`config.mk`:
```
export PLATFORM = sky130hd
export DESIGN_NAME = loadip_feeder
export DESIGN_NICKNAME = d
export VERILOG_FILES = /design/src/rtl/loadip_pkg.sv /design/src/rtl/loadip_feeder.sv
export SDC_FILE = /design/constraint.sdc
export NUM_CORES = 1
export LEC_CHECK = 0
export CAP_MARGIN = 25
export CELL_PAD_IN_SITES_DETAIL_PLACEMENT = 1
export CELL_PAD_IN_SITES_GLOBAL_PLACEMENT = 2
export CORE_ASPECT_RATIO = 0.6
export CORE_MARGIN = 10
export CORE_UTILIZATION = 34
export DETAILED_ROUTE_END_ITERATION = 8
export GPL_TIMING_DRIVEN = 0
export PLACE_DENSITY_LB_ADDON = 0.1
export SLEW_MARGIN = 10
export SYNTH_ARGS = -nofsm -noshare
export SYNTH_HDL_FRONTEND = slang
export SYNTH_SLANG_ARGS = --single-unit
```
`constraint.sdc`:
```
create_clock -name i_clk -period 6.15 [get_ports i_clk]
set_clock_uncertainty 0.15 [all_clocks]
set_input_delay 0.615 -clock i_clk [delete_from_list [all_inputs] [get_ports i_clk]]
set_output_delay 0.615 -clock i_clk [all_outputs]
set_load 0.03 [all_outputs]
```
`src/rtl/loadip_pkg.sv`:
```
// loadip_pkg: shared FSM encoding and half-buffer depth helper for loadip_feeder
package loadip_pkg;
  typedef enum logic [1:0] {IDLE, FILL, RELEASE} state_t;
  function automatic logic [16:0] depth_of(input int unsigned aw);
    return 17'(1) << aw;
  endfunction
endpackage

```
`src/rtl/loadip_feeder.sv`:
```
// loadip_feeder: streams upstream beats into one half of a ping-pong buffer at a time
//   i_clk, i_rst          clock, synchronous active-high reset
//   i_s_valid/data/last   upstream beat stream, o_s_ready accepts a beat
//   i_wr_ready            per-half write-ready from the buffer
//   i_wr_fifo_size        half capacity reported by the buffer
//   o_wr_activate         one-hot half ownership, 00 when released
//   o_wdata, o_wstrobe    write port into the owned half
//   o_split               sticky flag: a half filled up before the frame ended
//   o_buf_cnt             number of halves committed
module loadip_feeder
  import loadip_pkg::*;
#(
  parameter int DATA_WIDTH = 8,
  parameter int ADDR_WIDTH = 8
) (
  input  logic                  i_clk,
  input  logic                  i_rst,
  input  logic                  i_s_valid,
  input  logic [DATA_WIDTH-1:0] i_s_data,
  input  logic                  i_s_last,
  output logic                  o_s_ready,
  input  logic [1:0]            i_wr_ready,
  input  logic [15:0]           i_wr_fifo_size,
  output logic [1:0]            o_wr_activate,
  output logic [DATA_WIDTH-1:0] o_wdata,
  output logic                  o_wstrobe,
  output logic                  o_split,
  output logic [15:0]           o_buf_cnt
);
  localparam logic [16:0] DEPTH = depth_of(ADDR_WIDTH);
  state_t      state;
  logic        r_next;
  logic [15:0] cnt;
  logic [16:0] limit;
  logic [16:0] lim_in;
  logic [16:0] cnt_nxt;
  logic [1:0]  sel;
  // Limit is 17 bits so a full 2^16-deep half is representable.
  assign lim_in    = (i_wr_fifo_size == 16'd0 || {1'b0, i_wr_fifo_size} > DEPTH) ? DEPTH : {1'b0, i_wr_fifo_size};
  assign sel       = i_wr_ready == 2'b11 ? (r_next ? 2'b10 : 2'b01) : i_wr_ready;
  assign cnt_nxt   = {1'b0, cnt} + 17'd1;
  assign o_s_ready = state == FILL && {1'b0, cnt} < limit;
  assign o_wdata   = i_s_data;
  assign o_wstrobe = i_s_valid && o_s_ready;
  always_ff @(posedge i_clk) begin
    if (i_rst) begin
      state         <= IDLE;
      o_wr_activate <= 2'b00;
      o_split       <= 1'b0;
      o_buf_cnt     <= 16'd0;
      cnt           <= 16'd0;
      limit         <= DEPTH;
      r_next        <= 1'b0;
    end else begin
      case (state)
        IDLE: if (i_s_valid && i_wr_ready != 2'b00) begin
          o_wr_activate <= sel;
          limit         <= lim_in;
          cnt           <= 16'd0;
          r_next        <= sel == 2'b01;
          state         <= FILL;
        end
        FILL: if (o_wstrobe) begin
          cnt <= cnt_nxt[15:0];
          if (i_s_last || cnt_nxt == limit) begin
            state         <= RELEASE;
            o_wr_activate <= 2'b00;
            if (!i_s_last) o_split <= 1'b1;
          end
        end
        RELEASE: begin
          o_buf_cnt <= o_buf_cnt + 16'd1;
          state     <= IDLE;
        end
        default: state <= IDLE;
      endcase
    end
  end
endmodule

```
======== Word level (Yosys, flattened, before mapping) ========
Cells that the tools add are included.
storage, ports and cells
  input bits .............................. 30
  output and inout bits ................... 29
  latch bits .............................. 0
  register bits ........................... 55
  memories ................................ 0
  ROM bits ................................ 0
  RAM bits ................................ 0
operators by class
  eq/ne operators ......................... 8
  $lt $le $gt $ge ......................... 2
  reductions and logical operators ........ 14
  shift operators ......................... 0
  div/mod/pow operators ................... 0
  muxes and demuxes ....................... 14
  $add $sub $neg .......................... 2
  multipliers ............................. 0
  bitwise gates (word level) .............. 1
operators with widths
  cell                   count
  $mux 16                3
  $pmux 16 s2            1
  $add 16x1->17 const B  1
  $eq 17x17->1           1
  $lt 16x17->1           1
  $add 16x1->16 const B  1
  $gt 16x9->1 const B    1
  $logic_not 16->1       1
  $mux 2                 8
  $pmux 2 s2             2
  $reduce_and 4->1       2
  $reduce_and 3->1       2
  $eq 2x1->1 const B     2
  $eq 2x2->1 const B     2
  $ne 2x2->1 const B     2
  $reduce_bool 2->1      2
  $logic_and 1x1->1      3
  $logic_not 2->1        1
  $logic_or 1x1->1       2
  $ne 2x1->1 const B     1
  $reduce_and 2->1       1
  $not 1->1              1

======== Longest topological paths before layout ========
  word-level depth ........................ 6
  mapped depth ............................ 11

======== Worst setup path after synthesis ========
OpenSTA, ideal clock, no wires.
  path type ............................... flip-flop to output port
  from .................................... register limit[7]
  to ...................................... output o_s_ready
  path buffers ............................ 0
  cell stages (with the launch flop) ...... 9
  setup slack ............................. 3.185 ns
  arrival time ............................ 2.200 ns
  cell sequence ........................... dfxtp_1 inv_1 ha_1 a21o_1 a21o_1 a221o_1 a31oi_4 o21bai_1 a21oi_1
on the way
  word-level cells in the longest chain between the ends .. 2
RTL lines
  element                 line                 RTL
  start, declared         loadip_feeder.sv:34  logic [16:0] limit;
  start signal, assigned  loadip_feeder.sv:58  limit <= lim_in;
  $lt 16x17->1            loadip_feeder.sv:42  assign o_s_ready = state == FILL && {1'b0, cnt} < limit;
  $logic_and 1x1->1       loadip_feeder.sv:42
  end, declared           loadip_feeder.sv:21  output logic o_s_ready,
No other way between the ends.

======== Final worst setup path ========
  from .................................... register limit[7]
  to ...................................... output o_wstrobe
on the way
  word-level cells in the longest chain between the ends .. 3
RTL lines
  element            line                 RTL
  $lt 16x17->1       loadip_feeder.sv:42
  $logic_and 1x1->1  loadip_feeder.sv:42
  $logic_and 1x1->1  loadip_feeder.sv:44  assign o_wstrobe = i_s_valid && o_s_ready;
  end, declared      loadip_feeder.sv:26  output logic o_wstrobe,
No other way between the ends.

==> impl_metrics.py <==
metrics = {
    "setup_path": {
        "critPathRequiredTime_ns": 5.38,
        "timing.rr.end": "cnt[9]",
        "crit_type": "reg2out",
        "reg2reg_from": "limit[7]",
        "ff2ff_setup_slack_ns": 3.20,
        "endpoint_kind": "primary output",
        "endpoint": "o_wstrobe",
        "crit_fanout": 10,
        "crit_arrival_ns": 3.36,
        "start_kind": "flip-flop",
        "worstRegToRegCells": 11,
        "crit_path_start": "limit[7]",
    },
    "synth": {
        "synth_seq_cells": 54,
        "synth_nets": 433,
        "yosysTopAreaCell": "dfxtp_1",
        "syn_area_um2": 3292,
        "synth_ff_type": "dfxtp_1",
        "yosysUniqueCellTypes": 62,
        "syn_area_per_cell_um2": 8.550,
        "synth_top_area_share": 0.3284,
        "ys_seq_area_frac": 0.3284,
        "synthArstFlopShare": 0,
        "ys_top_cells_by_area": "dfxtp_1 (33%), ha_1 (6.8%), xor2_1 (5.1%)",
        "syn_inst": 385,
        "synth_edf_count": 0,
        "yosysWarnings": 0,
    },
    "cts": {
        "cts_resized": 0,
        "cts_tree": "built",
        "cts-root-buf": "clkbuf_16",
        "insertion_delay_ns": 0.30,
        "clk_pin_slew_worst_paths_ns": 0.07,
        "cts_made_buffers": 5,
        "post_cts_buffers": 0,
        "cts_max_level": 2,
        "clock_path_buffers": 2,
        "clock_sinks": 54,
        "cts_hold_buf": 0,
    },
    "floorplan": {
        "ios": 59,
        "fp-row-count": 27,
        "die_w_um": 147.0,
        "start_util": 0.3543,
        "design.core.area_um2": 9290,
        "die_area_um2": 14150,
        "fp.dieH_um": 96.22,
    },
    "timing": {
        "slew_headroom": 0.3782,
        "finalCritPeriodShare": 0.6714,
        "fmax_mhz": 242.2,
        "finalHoldViolations": 0,
        "period_needed_ns": 4.129,
        "finalMaxSlewViolations": 0,
        "rsz0062_at_grt": "no",
        "fin_tns_setup_ns": 0,
        "setup_violations": 0,
        "worst_pin_slew_ns": 0.9182,
    },
    "detailed_routing": {
        "drtAntennaViolNets": 0,
        "drcViolationCount": 0,
        "routed_wl_mm": 10.55,
        "vias": 3015,
        "firstDrtPassIters": 4,
        "drt_iter0_drc": 161,
        "viasPerCell": 5.271,
        "wl_per_cell_um": 18.45,
    },
    "final_layout": {
        "seqCellArea_um2": 1081,
        "antenna_cells": 0,
        "drive_gt1_frac": 0.09276,
        "final_cell_area_um2": 4144,
        "nets": 489,
        "final_common_cell": "dfxtp_1",
        "fillers": 1101,
        "final_cell_mix": "dfxtp_1 (54), clkdlybuf4s50_1 (49), nor2_1 (35), nand2_1 (28)",
        "multi_input_area_um2": 1977,
        "syn_to_final_growth_pct": 25.88,
    },
    "global_route": {
        "grt_max_degree": 17,
        "antenna_found_initial": 0,
        "track_usage": 0.1468,
        "grt_pass1_wl_mm": 16.53,
        "grt-ovfl-total": 0,
        "grt_pass1_vias": 2955,
    },
    "pwr": {
        "pwr-share-clk": 0.444,
        "seq_power_share": 0.411,
        "peakVddDrop_uv": 155.5,
        "sw_frac_of_total": 0.2582,
        "pwr_density_cell_nw_per_um2": 210.1,
        "p_int_mw": 0.6457,
        "power.leakage_nw": 1.518,
        "p_comb_frac": 0.145,
        "netSwitchingPower_mw": 0.2248,
    },
    "placed_design": {
        "place_congestion": 0.8521,
        "dp_hpwl_mm": 8.078,
        "port-buffer-count": 49,
        "dpl_cell_area_um2": 3945,
    },
    "run_status": {
        "outcome": "completed",
    },
    "worst_hold_path": {
        "hold_path.class": "reg2reg",
    },
    "job": {
        "maxCapViolations": 0,
    },
}
[flip-flops by register name, summed over array words and instances, names as in the netlist]
signal	cells
r_next	1
o_wr_activate	2
o_split	1
o_buf_cnt	16
cnt	16
state	2
limit	16
[worst min path at each step]
stage,start,cells past startpoint,slack [ns],end
after floorplan,r_next,2,0.30,r_next
after global placement,r_next,2,0.31,r_next
final,r_next,2,0.33,r_next
after CTS,r_next,2,0.33,r_next
after detailed placement,o_split,1,0.32,o_split
after global routing,r_next,2,0.37,r_next
[cells in the mapped netlist, types with 3 or more instances]
master    count
nand3_1      17
clkbuf_1     12
nor3_1       14
nand2_1      28
a21oi_1      16
a21o_1        7
ha_1         18
inv_1        19
and4_1        4
nor4_1        4
nor2_1       35
a31oi_1       9
xor2_1       19
a311oi_2      5
and2_1        3
nand2b_1      6
nor2b_1       4
nand4_1       7
o21a_1        3
o21ai_1       3
or3_1         3
xnor2_1      16
dfxtp_1      54
buf_4        11
and3_1        6
a311oi_1      3
a22oi_1       8
buf_2         3
o21ai_0      10
[layer usage]
metal  up-vias  global-route usage  part of all wire
met5         -                   0                 0
met4         0             0.03695            0.0074
met3         6             0.04075             0.064
met2        70              0.1978              0.38
met1      1444              0.2200              0.54
li1       1495                   -                 -
[final cells by class]
type                    count  share of cell area
plain buffers              28             0.03804
repair buffers             49              0.1184
multi-input cells         283              0.4771
clock inverters             2             0.01449
well taps                 130             0.03925
clock buffers               6             0.03351
inverters                  20             0.01842
flip-flops and latches     54              0.2609
[power groups by stage]
stage	logic (mW)	clock network (mW)	registers [mW]
after detailed placement	0.127	0	0.366
final	0.126	0.386	0.358
after CTS	0.127	0.397	0.358
after floorplan	0.0700	0	0.368
after global placement	0.126	0	0.366
after global routing	0.136	0.412	0.359
[worst max-delay path: stages (launching register included)]
cell	delay [ns]
dfxtp_1	0.41
inv_1	0.09
ha_1	0.29
a21o_1	0.18
a21o_1	0.18
a221o_1	0.38
a31oi_4	0.30
o311ai_4	0.22
clkinv_2	0.15
buf_6	0.18
clkdlybuf4s50_1	0.69
[cell families (layout without fill, tap and decap cells)]
kind of cell	after synthesis	after routing	share of synthesized area
AND/OR/NAND/NOR	141	141	0.2288
AO/OA/AOI/OAI	87	87	0.2041
flip-flops	54	54	0.3284
buffers and inverters	48	105	0.07107
XOR/XNOR	35	35	0.09312
adder cells (fa/ha/maj)	18	18	0.06842
multiplexers	2	2	0.006082
[through the flow]
| step | hold slack, ns | cells | power, mW | setup WS [ns] | utilization |
|---|---|---|---|---|---|
| 5_1_grt | 0.3694 | 572 | 0.9076 | 1.922 | 0.4461 |
| 3_5_place_dp | 0.3238 | 564 | 0.4931 | 2.336 | 0.4246 |
| 2_1_floorplan | 0.2964 | 385 | 0.4380 | 3.185 | - |
| 3_3_place_gp | 0.3138 | 564 | 0.4925 | 2.369 | 0.4246 |
| 6_report | 0.3307 | 572 | 0.8706 | 2.021 | 0.4461 |
| 4_1_cts | 0.3343 | 572 | 0.8827 | 1.993 | 0.4461 |
(Power assumes the default switching activity.)
